**src/rtl/uart_rx.sv**
```systemverilog
// ============================================================================
// uart_rx : 8N1 UART receiver with 2-flop line synchronizer and valid/ready output
// Revision: 1.0
// ============================================================================
`timescale 1ns/1ps
`default_nettype none

module uart_rx #(
   parameter int CLK_FREQ  = 60_000_000,
   parameter int BAUD_RATE = 115200
) (
   input  logic       clk,
   input  logic       rst,
   input  logic       uart_rxd,
   output logic [7:0] rx_data,
   output logic       rx_valid,
   input  logic       rx_ready,
   output logic       frame_err,
   output logic       overrun,
   output logic       busy
);

   localparam int          CLKS_PER_BIT = CLK_FREQ / BAUD_RATE;
   localparam logic [15:0] BIT_END      = 16'(CLKS_PER_BIT - 1);
   localparam logic [15:0] HALF_END     = 16'(CLKS_PER_BIT / 2 - 1);

   typedef enum logic [2:0] {
      IDLE  = 3'd0,
      START = 3'd1,
      DATA  = 3'd2,
      STOP  = 3'd3,
      BREAK = 3'd4
   } state_t;

   state_t      state, state_next;
   logic        rxd_meta, rxd_s;
   logic [15:0] timer, timer_next;
   logic [2:0]  bit_idx, bit_idx_next;
   logic [7:0]  shift, shift_next;
   logic        deliver, deliver_next;
   logic        ferr_next;

   always_ff @(posedge clk) begin
      if (rst) begin
         rxd_meta <= 1'b1;
         rxd_s    <= 1'b1;
         state    <= IDLE;
         timer    <= 16'd0;
         bit_idx  <= 3'd0;
         shift    <= 8'h00;
         deliver  <= 1'b0;
      end else begin
         rxd_meta <= uart_rxd;
         rxd_s    <= rxd_meta;
         state    <= state_next;
         timer    <= timer_next;
         bit_idx  <= bit_idx_next;
         shift    <= shift_next;
         deliver  <= deliver_next;
      end
   end

   // Timer restarts at mid-start, so every later compare lands mid-bit.
   always_comb begin
      state_next   = state;
      timer_next   = timer + 16'd1;
      bit_idx_next = bit_idx;
      shift_next   = shift;
      deliver_next = 1'b0;
      ferr_next    = 1'b0;
      case (state)
         IDLE: begin
            timer_next = 16'd0;
            if (!rxd_s) state_next = START;
         end
         START: begin
            if (timer == HALF_END) begin
               timer_next   = 16'd0;
               bit_idx_next = 3'd0;
               state_next   = rxd_s ? IDLE : DATA;
            end
         end
         DATA: begin
            if (timer == BIT_END) begin
               timer_next   = 16'd0;
               shift_next   = {rxd_s, shift[7:1]};
               bit_idx_next = bit_idx + 3'd1;
               if (bit_idx == 3'd7) state_next = STOP;
            end
         end
         STOP: begin
            if (timer == BIT_END) begin
               timer_next = 16'd0;
               if (rxd_s) begin
                  deliver_next = 1'b1;
                  state_next   = IDLE;
               end else begin
                  ferr_next  = 1'b1;
                  state_next = BREAK;
               end
            end
         end
         BREAK: begin
            timer_next = 16'd0;
            if (rxd_s) state_next = IDLE;
         end
         default: begin
            timer_next = 16'd0;
            state_next = IDLE;
         end
      endcase
   end

   always_ff @(posedge clk) begin
      if (rst) begin
         rx_data   <= 8'h00;
         rx_valid  <= 1'b0;
         frame_err <= 1'b0;
         overrun   <= 1'b0;
      end else begin
         frame_err <= ferr_next;
         overrun   <= 1'b0;
         if (deliver) begin
            if (!rx_valid || rx_ready) begin
               rx_data  <= shift;
               rx_valid <= 1'b1;
            end else begin
               overrun <= 1'b1;
            end
         end else if (rx_valid && rx_ready) begin
            rx_valid <= 1'b0;
         end
      end
   end

   assign busy = (state != IDLE);

endmodule

`default_nettype wire

```
**config.mk**
```make
export PLATFORM = sky130hd
export DESIGN_NAME = uart_rx
export DESIGN_NICKNAME = d
export VERILOG_FILES = /design/src/rtl/uart_rx.sv
export SDC_FILE = /design/constraint.sdc
export NUM_CORES = 1
export LEC_CHECK = 0
export BUFFER_PORTS_ARGS = -buffer_cell sky130_fd_sc_hd__buf_2
export CAP_MARGIN = 20
export CORE_MARGIN = 2
export CORE_UTILIZATION = 35
export CTS_BUF_LIST = sky130_fd_sc_hd__clkbuf_8
export CTS_CLUSTER_SIZE = 30
export DETAILED_ROUTE_END_ITERATION = 16
export GPL_TIMING_DRIVEN = 0
export PLACE_DENSITY = 0.52
export SETUP_SLACK_MARGIN = 0.02
export SYNTH_ARGS = -nofsm -noshare
export SYNTH_HDL_FRONTEND = slang
export SYNTH_SLANG_ARGS = --single-unit
```
**constraint.sdc**
```tcl
create_clock -name clk -period 2.2 [get_ports clk]
set_input_delay 0.22 -clock clk [delete_from_list [all_inputs] [get_ports clk]]
set_output_delay 0.22 -clock clk [all_outputs]
set_load 0.02 [all_outputs]
```
# Yosys cells after proc, flatten, opt, wreduce, memory -nomap -nowiden
# Index checks and enable logic that the tools add are counted.
totals:
  reg_bits: 44
  inputBits: 4
  out_inout_bits: 12
  elab_cells: 66
classes:
  add_sub_neg: 2
  n_eq_ne: 14
  n_mux: 21
  n_bitwise: 3
  reduce_logical: 15
op_table:
  columns: ["operator", "n"]
  rows:
  - ["$mux 16", 2]
  - ["$pmux 16 s2", 1]
  - ["$mux 3", 9]
  - ["$add 16x1->16 const B", 1]
  - ["$eq 16x10->1 const B", 1]
  - ["$eq 16x9->1 const B", 1]
  - ["$pmux 3 s5", 1]
  - ["$ne 2x2->1 const B", 6]
  - ["$eq 3x2->1 const B", 2]
  - ["$eq 3x3->1 const B", 2]
  - ["$mux 1", 6]
  - ["$pmux 3 s2", 1]
  - ["$reduce_and 2->1", 3]
  - ["$reduce_and 6->1", 1]
  - ["$reduce_bool 2->1", 2]
  - ["$reduce_or 2->1", 2]
  - ["$add 3x1->3 const B", 1]
  - ["$eq 3x1->1 const B", 1]
  - ["$logic_not 3->1", 1]
  - ["$not 1->1", 3]
  - ["$reduce_and 3->1", 1]
  - ["$reduce_bool 3->1", 1]
  - ["$reduce_or 3->1", 1]
  - ["$mux 2", 1]
  - ["other kinds (4)", 4]

# Depth between registers and ports, before layout
# Gate-level depths: netlist (run 1).
logic_depth:
  ltp_word: 4
  ltp_mapped: 7
  depth_no_buf: 6

# Worst setup path before layout (run 1)
# No wires, ideal clock.
synth_path:
  path_type: "reg-to-reg"
  from: "reg timer[0]"
  to: "reg timer[11]"
  t_arrival_ns: 1.715
  path_slack_ns: 0.423
  path_stages_with_launch: 8
  path_buffers: 1
  path_cell_list: "dfxtp_1 -> ha_1 -> and4bb_1 -> nand4_1 -> nand2_1 -> a2111o_1 -> buf_6 -> nor2_4"
synth_via:
  elab_chain_cells: 3
  word_cells_on_any_way: 6
  classes_between: "add/sub (1); eq/ne (2); mux (3)"
synth_rtl:
  columns: ["element", "line", "rtl"]
  rows:
  - ["from (decl)", "37", "logic [15:0] timer, timer_next;"]
  - ["from (signal assigned)", "56", "timer <= timer_next;"]
  - ["$add 16x1->16 (tied with other cells)", "66", "timer_next = timer + 16'd1;"]
  - ["$mux 16 (on tied branches)", "84, 92, 77", null]
  - ["$pmux 16 s2 (*)", "71", "case (state)"]
# Every way passes the cells marked *; elsewhere a longest branch is shown, timed or not.
# A chain may end at the register's enable or synchronous reset.

# Worst setup path in the final report (run 1)
# Ends and elaborated chain as after synthesis.

==> flow_summary.html, run 1 <==
<table>
<tr><th>Metric</th><th>Value</th></tr>
<tr><th colspan="2">Placement</th></tr>
<tr><td>Number of I/O port buffers</td><td>14</td></tr>
<tr><td>Weighted congestion reported at the end of routability-driven placement</td><td>between 0.6 and 0.7</td></tr>
<tr><td>HPWL after detailed placement</td><td>~2.3 mm</td></tr>
<tr><td>Place WS</td><td>about 0.18 ns</td></tr>
<tr><th colspan="2">Clocking</th></tr>
<tr><td>Clock root buffer master</td><td>sky130_fd_sc_hd__clkbuf_8</td></tr>
<tr><td>Maximum clock insertion buffer count</td><td>2</td></tr>
<tr><td>Clock Sink Count</td><td>44</td></tr>
<tr><td>Clk pin slew, worst setup/hold paths</td><td>roughly 0.080 ns</td></tr>
<tr><td>CTS HTree Levels</td><td>2</td></tr>
<tr><td>Number of CTS-inserted buffers</td><td>5</td></tr>
<tr><td>Clock latency on the worst-skew pair</td><td>0.29 ns</td></tr>
<tr><td>Clock tree from TritonCTS</td><td>done</td></tr>
<tr><td>Resized Gates After CTS</td><td>0</td></tr>
<tr><th colspan="2">STA</th></tr>
<tr><td>Summed negative setup slack over all endpoints</td><td>0 ns</td></tr>
<tr><td>Achievable clock frequency</td><td>about 0.51 GHz</td></tr>
<tr><td>Share of the clock period used by the worst path after layout</td><td>about nine tenths</td></tr>
<tr><td>Number of hold-slack violations in the final timing report</td><td>0</td></tr>
<tr><td>Setup-violating endpoint count in the final report</td><td>0</td></tr>
<tr><td>Count of final max-slew check failures</td><td>0</td></tr>
<tr><td>Worst Hold Margin</td><td>approximately 0.11 ns</td></tr>
<tr><td>Crit path time final</td><td>1.97 ns</td></tr>
<tr><td>Relative slew slack</td><td>62.9%</td></tr>
<tr><td>Unrepaired setup endpoints after global routing</td><td>false</td></tr>
<tr><td>Final worst clock skew</td><td>0.00500 ns</td></tr>
<tr><td>Worst slew pin tran</td><td>0.556 ns</td></tr>
<tr><td>Final setup margin</td><td>~0.23 ns</td></tr>
<tr><th colspan="2">Yosys</th></tr>
<tr><td>Top-area cell type share of the netlist area</td><td>a little under half</td></tr>
<tr><td>Leading area contributor after synthesis</td><td>sky130_fd_sc_hd__dfxtp_1</td></tr>
<tr><td>EDFF count, synth</td><td>0</td></tr>
<tr><td>Cells taking the most area after synthesis</td><td>sky130_fd_sc_hd__dfxtp_1, sky130_fd_sc_hd__mux2i_1, sky130_fd_sc_hd__nor2_1</td></tr>
<tr><td>Nets in the synthesized netlist</td><td>~200</td></tr>
<tr><td>Total number of yosys warnings</td><td>0</td></tr>
<tr><td>Most common flop cell mapped by yosys</td><td>sky130_fd_sc_hd__dfxtp_1</td></tr>
<tr><td>Seq/Total Area, Yosys</td><td>between 40% and 50%</td></tr>
<tr><td>Flops &amp; latches, synth</td><td>44</td></tr>
<tr><td>Gate count of the mapped netlist</td><td>190</td></tr>
<tr><td>Area of the mapped netlist</td><td>0.00188 mm^2</td></tr>
<tr><td>Share of flip-flops with an asynchronous set or reset after synthesis</td><td>0%</td></tr>
<tr><td>Synthesized area divided by synthesized cell count</td><td>between 9 and 10 um^2</td></tr>
<tr><td>Yosys cell types</td><td>37</td></tr>
<tr><th colspan="2">Cells and area</th></tr>
<tr><td>Net count reported at finish</td><td>between 200 and 250</td></tr>
<tr><td>Number of fill cells</td><td>between 500 and 600</td></tr>
<tr><td>Multi-input gate area in the final layout</td><td>about 960 um^2</td></tr>
<tr><td>Number of antenna repair diodes</td><td>0</td></tr>
<tr><td>Most frequent cells in the layout</td><td>sky130_fd_sc_hd__dfxtp_1, sky130_fd_sc_hd__nor2_1, sky130_fd_sc_hd__mux2i_1</td></tr>
<tr><td>Most common cell after layout, fill and taps aside</td><td>sky130_fd_sc_hd__dfxtp_1</td></tr>
<tr><td>Fraction of final layout cells sized beyond drive strength 1</td><td>roughly a fifth</td></tr>
<tr><td>Area used by sequential logic in the layout</td><td>slightly below 900 um^2</td></tr>
<tr><td>Synthesis-to-layout area growth</td><td>15.9%</td></tr>
<tr><th colspan="2">Floorplan</th></tr>
<tr><td>Die area</td><td>roughly 0.0060 mm^2</td></tr>
<tr><td>Core area</td><td>about 0.0051 mm^2</td></tr>
<tr><td>Initial Util</td><td>a little over a third</td></tr>
<tr><td>Die Y</td><td>77.4 um</td></tr>
<tr><td>Num rows</td><td>26</td></tr>
<tr><td>Die outline width</td><td>77.4 um</td></tr>
<tr><td>I/O pin count</td><td>16</td></tr>
<tr><th colspan="2">Worst setup path</th></tr>
<tr><td>Critical register-to-register path endpoint</td><td>timer[11]</td></tr>
<tr><td>Largest fanout on the critical path</td><td>10</td></tr>
<tr><td>Startpoint Class</td><td>flip-flop</td></tr>
<tr><td>R2r worst-path depth</td><td>7</td></tr>
<tr><td>Crit path cell chain</td><td>ha_1, and4b_1, nand4_1, nand2_1, a2111o_1, buf_6, nor2_4</td></tr>
<tr><td>R2r startpoint</td><td>timer[0]</td></tr>
<tr><td>CP Data Arrival Time</td><td>between 2 and 2.5 ns</td></tr>
<tr><td>Critical path start-end classification</td><td>reg2reg</td></tr>
<tr><td>Reg-to-reg slack, setup</td><td>about 0.23 ns</td></tr>
<tr><td>Worst Setup End Kind</td><td>flip-flop</td></tr>
<tr><td>Maximum cell stage delay along the critical path</td><td>roughly 0.47 ns</td></tr>
<tr><td>Crit-path slowest cell</td><td>sky130_fd_sc_hd__a2111o_1</td></tr>
<tr><td>CP Launch Point</td><td>timer[0]</td></tr>
<tr><td>Required time of the worst setup path</td><td>approximately 2.4 ns</td></tr>
<tr><td>Termination of the worst setup path</td><td>timer[11]</td></tr>
<tr><th colspan="2">Global routing</th></tr>
<tr><td>Global-route wire length before repair</td><td>5.77 mm</td></tr>
<tr><td>Largest net degree at the start of global routing</td><td>14</td></tr>
<tr><td>Number of global-route vias before repair</td><td>1273</td></tr>
<tr><td>Total GRT Usage</td><td>between 10 and 15%</td></tr>
<tr><td>Number of antenna violations at the first check in global routing</td><td>0</td></tr>
<tr><td>Overflow after GRT</td><td>0</td></tr>
<tr><th colspan="2">Run status</th></tr>
<tr><td>Outcome</td><td>complete, no violations</td></tr>
<tr><th colspan="2">Routing</th></tr>
<tr><td>Routed wire length</td><td>3.13 mm</td></tr>
<tr><td>Antenna-violating nets left</td><td>0</td></tr>
<tr><td>Remaining design rule violation count</td><td>0</td></tr>
<tr><td>DRT Pass-1 Iters</td><td>4</td></tr>
<tr><td>Via count of the routed design</td><td>between 1000 and 1500</td></tr>
<tr><td>Average vias per placed instance</td><td>roughly 4.6</td></tr>
<tr><td>Iteration-0 DRC count of the detailed router</td><td>between 70 and 80</td></tr>
<tr><td>Average routed wire per standard cell</td><td>between 10 and 15 um</td></tr>
<tr><th colspan="2">Worst hold path</th></tr>
<tr><td>Min-delay worst type</td><td>in2reg</td></tr>
<tr><th colspan="2">Pwr</th></tr>
<tr><td>Static leakage</td><td>0.000859 uW</td></tr>
<tr><td>Pwr per Cell Area</td><td>~740 mW/mm^2</td></tr>
<tr><td>Worst IR Drop VDD</td><td>roughly 280 uV</td></tr>
<tr><th colspan="2">Job</th></tr>
<tr><td>Max-cap violation count</td><td>0</td></tr>
</table>
cells in the mapped netlist (2+ instances only):
cell type and instances:
sky130_fd_sc_hd__inv_1 5, sky130_fd_sc_hd__xor2_1 11, sky130_fd_sc_hd__ha_1 3, sky130_fd_sc_hd__nor3_1 2, sky130_fd_sc_hd__nor2_1 29, sky130_fd_sc_hd__and4b_1 2, sky130_fd_sc_hd__nand2_1 14, sky130_fd_sc_hd__dfxtp_1 44
sky130_fd_sc_hd__nand4_1 5, sky130_fd_sc_hd__nor2_4 9, sky130_fd_sc_hd__xnor2_1 3, sky130_fd_sc_hd__nand3_1 10, sky130_fd_sc_hd__or2_2 2, sky130_fd_sc_hd__or3_1 3, sky130_fd_sc_hd__nor3b_2 2, sky130_fd_sc_hd__clkbuf_1 3
sky130_fd_sc_hd__a21oi_1 6, sky130_fd_sc_hd__mux2i_1 17, sky130_fd_sc_hd__nor2_2 2
worst min-delay path by stage:
| stage | startpoint | end | slack, ns | cells past startpoint |
|---|---|---|---|---|
| 6_report | uart_rxd | rxd_meta | 0.11 | 2 |
| 5_1_grt | uart_rxd | rxd_meta | 0.09 | 2 |
| 4_1_cts | uart_rxd | rxd_meta | 0.1 | 2 |
| 3_5_place_dp | rxd_meta | rxd_s | 0.40 | 1 |
| 3_3_place_gp | uart_rxd | rxd_meta | 0.41 | 2 |
| 2_1_floorplan | rx_ready | overrun | 0.30 | 1 |
metal layers:
| layer | track usage [%] | part of all wire, % | routed length (um) |
|---|---|---|---|
| met1 | 16.5 | 53 | 1650 |
| met2 | 17.3 | 41 | 1290 |
| met3 | 3.72 | 3.7 | 117 |
| met4 | 5.36 | 2.1 | 67 |
| met5 | 0 | 0 | 0 |
sequential cells by signal, indices dropped and copies added (netlist names):
name / flops
timer: 16
rx_data: 8
shift: 8
bit_idx: 3
state: 3
deliver: 1
frame_err: 1
overrun: 1
rx_valid: 1
rxd_meta: 1
rxd_s: 1
critical path: cells and delay by family, from the launching register on:
kind	cells	cell delay, ns
fa+ha+maj	1	0.26
buf+inv	1	0.19
simple gates	4	0.63
compound gates	1	0.47
flops	1	0.34
timing repair:
| action | 4_1_cts | 5_1_grt |
|---|---|---|
| endpoints found under the setup margin | 0 | 10 |
| setup buffers | 0 | 2 |
| hold buffers | 0 | 0 |
report_power, final:
group,internal (uW),switching [uW]
logic,54.4,81.8
clock network,400,258
registers,807,15.2
total,1260,355
cell families after synthesis:
kind of cell | Yosys count | synth area share [%]
AOI/OAI and AO/OA | 12 | 4.25
xor gates and xnor gates | 14 | 6.51
adders and majority gates | 3 | 1.99
buffers and inverters | 10 | 2.46
DFF | 44 | 46.8
muxes | 18 | 9.63
and+or+nand+nor | 89 | 28.4
area by class of cell:
cell class	instances	area share [%]
Clock buffer	7	4.42
Buffer	5	1.26
Multi-Input combinational cell	136	43.8
Tap cell	70	4.01
Inverter	5	0.860
Clock inverter	1	1.38
Sequential cell	44	40.4
Timing Repair Buffer	16	3.90
per-stage QoR:
stage	util, %	instance area [um^2]	total power (uW)	instances
2_1_floorplan	-	1880	944	190
3_3_place_gp	39.7	2040	978	274
3_5_place_dp	39.7	2040	975	274
4_1_cts	42.2	2170	1640	282
5_1_grt	42.5	2180	1700	284
6_report	42.5	2180	1620	284
Power figures use the tool's default switching activity.
==> run 2, diff against run 1 <==
--- a/config.mk
+++ b/config.mk
@@ -7,13 +7,15 @@
 export LEC_CHECK = 0
 export BUFFER_PORTS_ARGS = -buffer_cell sky130_fd_sc_hd__buf_2
 export CAP_MARGIN = 20
+export CELL_PAD_IN_SITES_DETAIL_PLACEMENT = 2
+export CELL_PAD_IN_SITES_GLOBAL_PLACEMENT = 2
 export CORE_MARGIN = 2
 export CORE_UTILIZATION = 35
 export CTS_BUF_LIST = sky130_fd_sc_hd__clkbuf_8
 export CTS_CLUSTER_SIZE = 30
 export DETAILED_ROUTE_END_ITERATION = 16
 export GPL_TIMING_DRIVEN = 0
-export PLACE_DENSITY = 0.52
+export PLACE_DENSITY = 0.74
 export SETUP_SLACK_MARGIN = 0.02
 export SYNTH_ARGS = -nofsm -noshare
 export SYNTH_HDL_FRONTEND = slang
==> constraint.sdc (replaced) <==
create_clock -name clk -period 1.9 [get_ports clk]
set_input_delay 0.095 -clock clk [delete_from_list [all_inputs] [get_ports clk]]
set_output_delay 0.095 -clock clk [all_outputs]
set_load 0.02 [all_outputs]
==> run 2 against run 1 <==
Sequential power rose by 16%. Combinational power rose by 39%. Largest power group unchanged. Global-route usage rose by 4.9 points. Worst setup slack got worse by 0.18 ns. Maximum frequency rose by 6.4%.
==> flow_summary.html, run 2 (synthesis results as in run 1) <==
<table>
<tr><th>Metric</th><th>Value</th></tr>
<tr><th colspan="2">Worst setup path</th></tr>
<tr><td>Maximum cell stage delay along the critical path</td><td>0.47 ns (about the same)</td></tr>
<tr><td>CP Data Arrival Time</td><td>2.09 ns (was 2.20 ns)</td></tr>
<tr><td>Buf+Inv Stages, Crit Path</td><td>1 (unchanged)</td></tr>
<tr><td>Crit-path slowest cell</td><td>sky130_fd_sc_hd__a2111o_1 (unchanged)</td></tr>
<tr><td>Required time of the worst setup path</td><td>2.14 ns (was 2.43 ns)</td></tr>
<tr><td>Cell class contributing the biggest share of worst-path delay</td><td>simple AND/OR/NAND/NOR gates (unchanged)</td></tr>
<tr><td>Worst Setup End Kind</td><td>flip-flop (unchanged)</td></tr>
<tr><td>Startpoint Class</td><td>flip-flop (unchanged)</td></tr>
<tr><td>Largest fanout on the critical path</td><td>10 (unchanged)</td></tr>
<tr><td>Crit path cell chain</td><td>ha_4, and4b_1, nand4_1, nand2_2, a2111o_1, buf_12, nor2_4 (was ha_1, and4b_1, nand4_1, nand2_1, a2111o_1, buf_6, nor2_4)</td></tr>
<tr><td>Critical path start-end classification</td><td>reg2reg (unchanged)</td></tr>
<tr><th colspan="2">Job</th></tr>
<tr><td>Max-cap violation count</td><td>0 (unchanged)</td></tr>
<tr><th colspan="2">Routing</th></tr>
<tr><td>Iteration-0 DRC count of the detailed router</td><td>66 (was 73)</td></tr>
<tr><td>Remaining design rule violation count</td><td>0 (unchanged)</td></tr>
<tr><td>DRT Pass-1 Iters</td><td>4 (unchanged)</td></tr>
<tr><td>Average routed wire per standard cell</td><td>16.0 um (was 11.0 um)</td></tr>
<tr><td>Routed wire length</td><td>4.61 mm (was 3.13 mm)</td></tr>
<tr><td>Via count of the routed design</td><td>1434 (was 1304)</td></tr>
<tr><td>Average vias per placed instance</td><td>4.96 (was 4.59)</td></tr>
<tr><td>Antenna-violating nets left</td><td>0 (unchanged)</td></tr>
<tr><th colspan="2">Global routing</th></tr>
<tr><td>Met1 Resource Use GR</td><td>18.3% (was 16.5%)</td></tr>
<tr><td>Global-route wire length before repair</td><td>7.98 mm (was 5.77 mm)</td></tr>
<tr><td>Met2 Usage GRT</td><td>31.7% (was 17.3%)</td></tr>
<tr><td>Number of antenna violations at the first check in global routing</td><td>0 (unchanged)</td></tr>
<tr><td>Overflow after GRT</td><td>0 (unchanged)</td></tr>
<tr><td>Largest net degree at the start of global routing</td><td>14 (unchanged)</td></tr>
<tr><td>Met3 usage</td><td>4.77% (was 3.72%)</td></tr>
<tr><td>Total GRT Usage</td><td>16.9% (was 12.0%)</td></tr>
<tr><td>Number of global-route vias before repair</td><td>1615 (was 1273)</td></tr>
<tr><td>Global-route layer with the greatest usage</td><td>met2 (unchanged)</td></tr>
<tr><th colspan="2">STA</th></tr>
<tr><td>Unrepaired setup endpoints after global routing</td><td>true (was false)</td></tr>
<tr><td>Crit path time final</td><td>1.85 ns (was 1.97 ns)</td></tr>
<tr><td>Relative slew slack</td><td>62.2% (was 62.9%)</td></tr>
<tr><td>Share of the clock period used by the worst path after layout</td><td>97.3% (was 89.4%)</td></tr>
<tr><td>Count of final max-slew check failures</td><td>0 (unchanged)</td></tr>
<tr><td>Achievable clock frequency</td><td>0.541 GHz (was 0.509 GHz)</td></tr>
<tr><td>Number of hold-slack violations in the final timing report</td><td>0 (unchanged)</td></tr>
<tr><td>Worst slew pin tran</td><td>0.567 ns (was 0.556 ns)</td></tr>
<tr><td>Final setup margin</td><td>0.0518 ns (was 0.234 ns)</td></tr>
<tr><td>Setup-violating endpoint count in the final report</td><td>0 (unchanged)</td></tr>
<tr><td>Final worst clock skew</td><td>0.00898 ns (was 0.00500 ns)</td></tr>
<tr><th colspan="2">Cells and area</th></tr>
<tr><td>Most common cell after layout, fill and taps aside</td><td>sky130_fd_sc_hd__dfxtp_1 (unchanged)</td></tr>
<tr><td>Fraction of final layout cells sized beyond drive strength 1</td><td>27.9% (was 21.0%)</td></tr>
<tr><td>Registers with the most flip-flops</td><td>timer x16, rx_data x8, shift x8 (unchanged)</td></tr>
<tr><td>Number of antenna repair diodes</td><td>0 (unchanged)</td></tr>
<tr><td>Number of cells in the finished layout apart from fillers</td><td>289 (was 284)</td></tr>
<tr><td>Net count reported at finish</td><td>225 (was 220)</td></tr>
<tr><td>Most frequent cells in the layout</td><td>sky130_fd_sc_hd__dfxtp_1, sky130_fd_sc_hd__nor2_1, sky130_fd_sc_hd__mux2i_1 (unchanged)</td></tr>
<tr><td>Number of fill cells</td><td>573 (was 530)</td></tr>
<tr><td>Biggest register</td><td>timer (unchanged)</td></tr>
<tr><td>Max FFs per register</td><td>16 (unchanged)</td></tr>
<tr><td>Synthesis-to-layout area growth</td><td>21.5% (was 15.9%)</td></tr>
<tr><th colspan="2">Floorplan</th></tr>
<tr><td>Num rows</td><td>26 (unchanged)</td></tr>
<tr><td>Initial Util</td><td>36.6% (unchanged)</td></tr>
<tr><td>Die Y</td><td>77.4 um (unchanged)</td></tr>
<tr><td>Die area</td><td>0.00598 mm^2 (unchanged)</td></tr>
<tr><td>I/O pin count</td><td>16 (unchanged)</td></tr>
<tr><td>Core area</td><td>0.00514 mm^2 (unchanged)</td></tr>
<tr><td>Die outline width</td><td>77.4 um (unchanged)</td></tr>
<tr><th colspan="2">Clocking</th></tr>
<tr><td>CTS HTree Levels</td><td>2 (unchanged)</td></tr>
<tr><td>Clock latency on the worst-skew pair</td><td>0.30 ns (was 0.29 ns)</td></tr>
<tr><td>Number of CTS-inserted buffers</td><td>5 (unchanged)</td></tr>
<tr><td>Clock Sink Count</td><td>44 (unchanged)</td></tr>
<tr><td>Clk pin slew, worst setup/hold paths</td><td>0.09 ns (was 0.08 ns)</td></tr>
<tr><td>Clock tree from TritonCTS</td><td>done (unchanged)</td></tr>
<tr><td>Clock root buffer master</td><td>sky130_fd_sc_hd__clkbuf_8 (unchanged)</td></tr>
<tr><td>Maximum clock insertion buffer count</td><td>2 (unchanged)</td></tr>
<tr><th colspan="2">Run status</th></tr>
<tr><td>Outcome</td><td>complete, no violations (unchanged)</td></tr>
<tr><th colspan="2">Pwr</th></tr>
<tr><td>Static leakage</td><td>0.000891 uW (was 0.000859 uW)</td></tr>
<tr><td>Total power</td><td>1760 uW (was 1620 uW)</td></tr>
<tr><td>Worst IR Drop VDD</td><td>327 uV (was 275 uV)</td></tr>
<tr><td>Pwr per Cell Area</td><td>768 mW/mm^2 (was 741 mW/mm^2)</td></tr>
<tr><th colspan="2">Placement</th></tr>
<tr><td>Number of I/O port buffers</td><td>14 (unchanged)</td></tr>
<tr><td>Weighted congestion reported at the end of routability-driven placement</td><td>0.803 (was 0.691)</td></tr>
<tr><td>Place WS</td><td>-0.204 ns (was 0.179 ns)</td></tr>
<tr><td>HPWL after detailed placement</td><td>3.16 mm (was 2.28 mm)</td></tr>
<tr><td>Cells after DPL</td><td>274 (unchanged)</td></tr>
<tr><th colspan="2">Worst hold path</th></tr>
<tr><td>Min-delay worst type</td><td>in2reg (unchanged)</td></tr>
</table>
==> run 2: through the flow <==
step / setup TNS (ns) / hold WS, ns / util, % / instance area (um^2)
after floorplan: 0 / 0.174 / - / 1880
final: 0 / 0.257 / 44.5 / 2290
after detailed placement: -2.04 / 0.284 / 39.7 / 2040
after global routing: -0.596 / 0.341 / 44.5 / 2290
after CTS: 0 / 0.248 / 42.7 / 2200
after global placement: -1.07 / 0.280 / 39.7 / 2040
==> run 2: power breakdown <==
part           switching, uW  total [uW]  leakage [uW]  internal (uW)
combinational            115         189      0.000483           73.9
clock                    324         615     0.0000510            291
sequential              18.4         953      0.000356            935
==> run 2: what timing repair did <==
action | in CTS | in global routing
hold endpoints to repair | 2 | 0
cloned | 0 | 0
buffers inserted | 3 | 2
pin swaps | 1 | 4
endpoints found under the setup margin | 17 | 24
hold buffers | 2 | 0
resized for setup | 5 | 19
==> run 2: worst paths after layout <==
check	startpoint	to	slack, ns	cells past startpoint
setup reg to reg	timer[0]	timer[14]	0.05	7
hold reg to reg	rxd_meta	rxd_s	0.43	1
setup / recovery	timer[0]	timer[14]	0.05	7
hold / removal	rst	overrun	0.26	2
==> run 2: cell type report <==
type	count	area, um^2	area share [%]
clock buffer	6	82.6	3.61
inverter	5	18.8	0.821
timing repair buffer	21	135	5.91
clock inverter	2	10.0	0.438
sequential	44	886	38.7
tap	70	87.6	3.83
multi-input combinational	136	1030	45.1
buffer	5	36.3	1.59
==> run 2: routing by layer <==
metal  vias to the layer above  wire [um]  part of all wire [%]
li1                        704          -                     -
met1                       709       1920                    42
met2                        15       2520                    55
met3                         6        115                   2.5
met4                         0         53                   1.1
met5                         -          0                     0
==> run 3, diff against run 2 <==
==> constraint.sdc (replaced) <==
create_clock -name clk -period 1.9 [get_ports clk]
set_input_delay 0.285 -clock clk [delete_from_list [all_inputs] [get_ports clk]]
set_output_delay 0.285 -clock clk [all_outputs]
set_load 0.02 [all_outputs]
==> run 3 against run 2 <==
Final cell count down 0.69%. Sequential power about the same. Clock skew down 0.0013 ns. Worst setup slack worse by 0.011 ns. Critical path depth unchanged. Total power down 0.20%. Register-to-register slack about the same.
==> flow_summary.html, run 3 (synthesis results as in run 1) <==
<table>
<tr><th>Metric</th><th>Value</th></tr>
<tr><th colspan="2">Cells and area</th></tr>
<tr><td>Net count reported at finish</td><td>223 (was 225)</td></tr>
<tr><td>Max FFs per register</td><td>16 (unchanged)</td></tr>
<tr><td>Fraction of final layout cells sized beyond drive strength 1</td><td>28.1% (was 27.9%)</td></tr>
<tr><td>Synthesis-to-layout area growth</td><td>20.4% (was 21.5%)</td></tr>
<tr><td>Most common cell after layout, fill and taps aside</td><td>sky130_fd_sc_hd__dfxtp_1 (unchanged)</td></tr>
<tr><td>Biggest register</td><td>timer (unchanged)</td></tr>
<tr><td>Number of fill cells</td><td>578 (was 573)</td></tr>
<tr><td>Most frequent cells in the layout</td><td>sky130_fd_sc_hd__dfxtp_1, sky130_fd_sc_hd__nor2_1, sky130_fd_sc_hd__mux2i_1 (unchanged)</td></tr>
<tr><td>Number of antenna repair diodes</td><td>0 (unchanged)</td></tr>
<tr><td>Registers with the most flip-flops</td><td>timer x16, rx_data x8, shift x8 (unchanged)</td></tr>
<tr><th colspan="2">Global routing</th></tr>
<tr><td>Global-route wire length before repair</td><td>7.91 mm (was 7.98 mm)</td></tr>
<tr><td>Number of global-route vias before repair</td><td>1602 (was 1615)</td></tr>
<tr><td>Overflow after GRT</td><td>0 (unchanged)</td></tr>
<tr><td>Largest net degree at the start of global routing</td><td>14 (unchanged)</td></tr>
<tr><td>Number of antenna violations at the first check in global routing</td><td>0 (unchanged)</td></tr>
<tr><td>Total GRT Usage</td><td>16.7% (was 16.9%)</td></tr>
<tr><th colspan="2">Routing</th></tr>
<tr><td>Antenna-violating nets left</td><td>0 (unchanged)</td></tr>
<tr><td>Routed wire length</td><td>4.58 mm (was 4.61 mm)</td></tr>
<tr><td>Average vias per placed instance</td><td>4.96 (about the same)</td></tr>
<tr><td>Via count of the routed design</td><td>1424 (was 1434)</td></tr>
<tr><td>Average routed wire per standard cell</td><td>16.0 um (about the same)</td></tr>
<tr><td>Iteration-0 DRC count of the detailed router</td><td>56 (was 66)</td></tr>
<tr><td>DRT Pass-1 Iters</td><td>4 (unchanged)</td></tr>
<tr><td>Remaining design rule violation count</td><td>0 (unchanged)</td></tr>
<tr><th colspan="2">Worst setup path</th></tr>
<tr><td>Startpoint Class</td><td>flip-flop (unchanged)</td></tr>
<tr><td>Critical path start-end classification</td><td>reg2reg (unchanged)</td></tr>
<tr><td>Required time of the worst setup path</td><td>2.14 ns (about the same)</td></tr>
<tr><td>CP Data Arrival Time</td><td>2.10 ns (was 2.09 ns)</td></tr>
<tr><td>Crit-path slowest cell</td><td>sky130_fd_sc_hd__a2111o_1 (unchanged)</td></tr>
<tr><td>Largest fanout on the critical path</td><td>10 (unchanged)</td></tr>
<tr><td>Cell class contributing the biggest share of worst-path delay</td><td>simple AND/OR/NAND/NOR gates (unchanged)</td></tr>
<tr><td>Maximum cell stage delay along the critical path</td><td>0.47 ns (about the same)</td></tr>
<tr><td>Buf+Inv Stages, Crit Path</td><td>1 (unchanged)</td></tr>
<tr><td>Crit path cell chain</td><td>ha_4, and4b_1, nand4_1, nand2_2, a2111o_1, buf_12, nor2_4 (unchanged)</td></tr>
<tr><td>Worst Setup End Kind</td><td>flip-flop (unchanged)</td></tr>
<tr><th colspan="2">Floorplan</th></tr>
<tr><td>Num rows</td><td>26 (unchanged)</td></tr>
<tr><td>Die outline width</td><td>77.4 um (unchanged)</td></tr>
<tr><td>I/O pin count</td><td>16 (unchanged)</td></tr>
<tr><td>Die Y</td><td>77.4 um (unchanged)</td></tr>
<tr><td>Core area</td><td>0.00514 mm^2 (unchanged)</td></tr>
<tr><td>Initial Util</td><td>36.6% (unchanged)</td></tr>
<tr><td>Die area</td><td>0.00598 mm^2 (unchanged)</td></tr>
<tr><th colspan="2">STA</th></tr>
<tr><td>Unrepaired setup endpoints after global routing</td><td>true (unchanged)</td></tr>
<tr><td>Worst slew pin tran</td><td>0.571 ns (was 0.567 ns)</td></tr>
<tr><td>Final setup margin</td><td>0.0411 ns (was 0.0518 ns)</td></tr>
<tr><td>Number of hold-slack violations in the final timing report</td><td>0 (unchanged)</td></tr>
<tr><td>Relative slew slack</td><td>61.9% (was 62.2%)</td></tr>
<tr><td>Final worst clock skew</td><td>0.00764 ns (was 0.00898 ns)</td></tr>
<tr><td>Count of final max-slew check failures</td><td>0 (unchanged)</td></tr>
<tr><td>Achievable clock frequency</td><td>0.538 GHz (was 0.541 GHz)</td></tr>
<tr><td>Share of the clock period used by the worst path after layout</td><td>97.8% (was 97.3%)</td></tr>
<tr><td>Crit path time final</td><td>1.86 ns (was 1.85 ns)</td></tr>
<tr><td>Setup-violating endpoint count in the final report</td><td>0 (unchanged)</td></tr>
<tr><th colspan="2">Job</th></tr>
<tr><td>Max-cap violation count</td><td>0 (unchanged)</td></tr>
<tr><th colspan="2">Placement</th></tr>
<tr><td>Weighted congestion reported at the end of routability-driven placement</td><td>0.803 (unchanged)</td></tr>
<tr><td>Number of I/O port buffers</td><td>14 (unchanged)</td></tr>
<tr><td>Place WS</td><td>-0.204 ns (unchanged)</td></tr>
<tr><td>HPWL after detailed placement</td><td>3.16 mm (unchanged)</td></tr>
<tr><th colspan="2">Clocking</th></tr>
<tr><td>Maximum clock insertion buffer count</td><td>2 (unchanged)</td></tr>
<tr><td>Clock tree from TritonCTS</td><td>done (unchanged)</td></tr>
<tr><td>Number of CTS-inserted buffers</td><td>5 (unchanged)</td></tr>
<tr><td>Clock root buffer master</td><td>sky130_fd_sc_hd__clkbuf_8 (unchanged)</td></tr>
<tr><td>Clock Sink Count</td><td>44 (unchanged)</td></tr>
<tr><td>Clk pin slew, worst setup/hold paths</td><td>0.09 ns (about the same)</td></tr>
<tr><td>CTS HTree Levels</td><td>2 (unchanged)</td></tr>
<tr><td>Clock latency on the worst-skew pair</td><td>0.30 ns (about the same)</td></tr>
<tr><th colspan="2">Worst hold path</th></tr>
<tr><td>Min-delay worst type</td><td>in2reg (unchanged)</td></tr>
<tr><th colspan="2">Pwr</th></tr>
<tr><td>Total power</td><td>1750 uW (was 1760 uW)</td></tr>
<tr><td>Static leakage</td><td>0.000882 uW (was 0.000891 uW)</td></tr>
<tr><td>Worst IR Drop VDD</td><td>336 uV (was 327 uV)</td></tr>
<tr><td>Pwr per Cell Area</td><td>773 mW/mm^2 (was 768 mW/mm^2)</td></tr>
<tr><th colspan="2">Run status</th></tr>
<tr><td>Outcome</td><td>complete, no violations (unchanged)</td></tr>
</table>
## run 3: cell count changes in the layout (fill, tap and decap cells not counted)
| cell | previous run | this run |
|---|---|---|
| sky130_fd_sc_hd__dlygate4sd3_1 | 2 | 0 |
## run 3: power breakdown
part           switching [uW]  total [uW]  internal, uW
logic                     114         185          71.2
clock network             324         615           290
registers                18.5         953           935
total                     457        1750          1300
## run 3: metal layers
layer / track usage [%] / wire, um / up-vias
li1: - / - / 700
met1: 18.0 / 1890 / 700
met2: 31.5 / 2510 / 18
met3: 4.77 / 132 / 6
met4: 4.82 / 51 / 0
met5: 0 / 0 / -
## run 3: worst register-to-register path: cells and delay by family (launching register included)
family,cells,cell delay (ns)
compound gates,1,0.47
flops,1,0.36
simple gates,4,0.60
fa+ha+maj,1,0.17
buf+inv,1,0.21
## run 3: per-stage QoR
stage | hold WS (ns) | area, um^2 | utilization, % | setup TNS [ns] | instances
2_1_floorplan | 0.364 | 1880 | - | 0 | 190
3_3_place_gp | 0.401 | 2040 | 39.7 | -1.07 | 274
3_5_place_dp | 0.407 | 2040 | 39.7 | -2.04 | 274
4_1_cts | 0.154 | 2180 | 42.3 | 0 | 285
5_1_grt | 0.144 | 2270 | 44.1 | -0.622 | 287
6_report | 0.158 | 2270 | 44.1 | 0 | 287
## run 3: path summary, 6_finish.rpt
| check | start | end | slack, ns | cells past startpoint |
|---|---|---|---|---|
| max | timer[0] | timer[14] | 0.04 | 7 |
| min | uart_rxd | rxd_meta | 0.16 | 2 |
| max reg2reg | timer[0] | timer[14] | 0.04 | 7 |
| min reg2reg | rxd_meta | rxd_s | 0.43 | 1 |
## run 3: timing repair
| item | in CTS | in global routing |
|---|---|---|
| resized for setup | 5 | 19 |
| endpoints found under the hold margin | 0 | 0 |
| hold buffers | 0 | 0 |
| setup buffers | 3 | 2 |
| pin swaps | 1 | 4 |
| endpoints found under the setup margin | 17 | 24 |
## run 3: final cells by class
cell class | instances | area, um^2 | area share [%]
inverters | 5 | 18.8 | 0.828
plain buffers | 5 | 36.3 | 1.60
repair buffers | 19 | 115 | 5.08
clock inverters | 2 | 10.0 | 0.442
well taps | 70 | 87.6 | 3.86
multi-input cells | 136 | 1030 | 45.5
flip-flops and latches | 44 | 886 | 39.1
clock buffers | 6 | 82.6 | 3.64
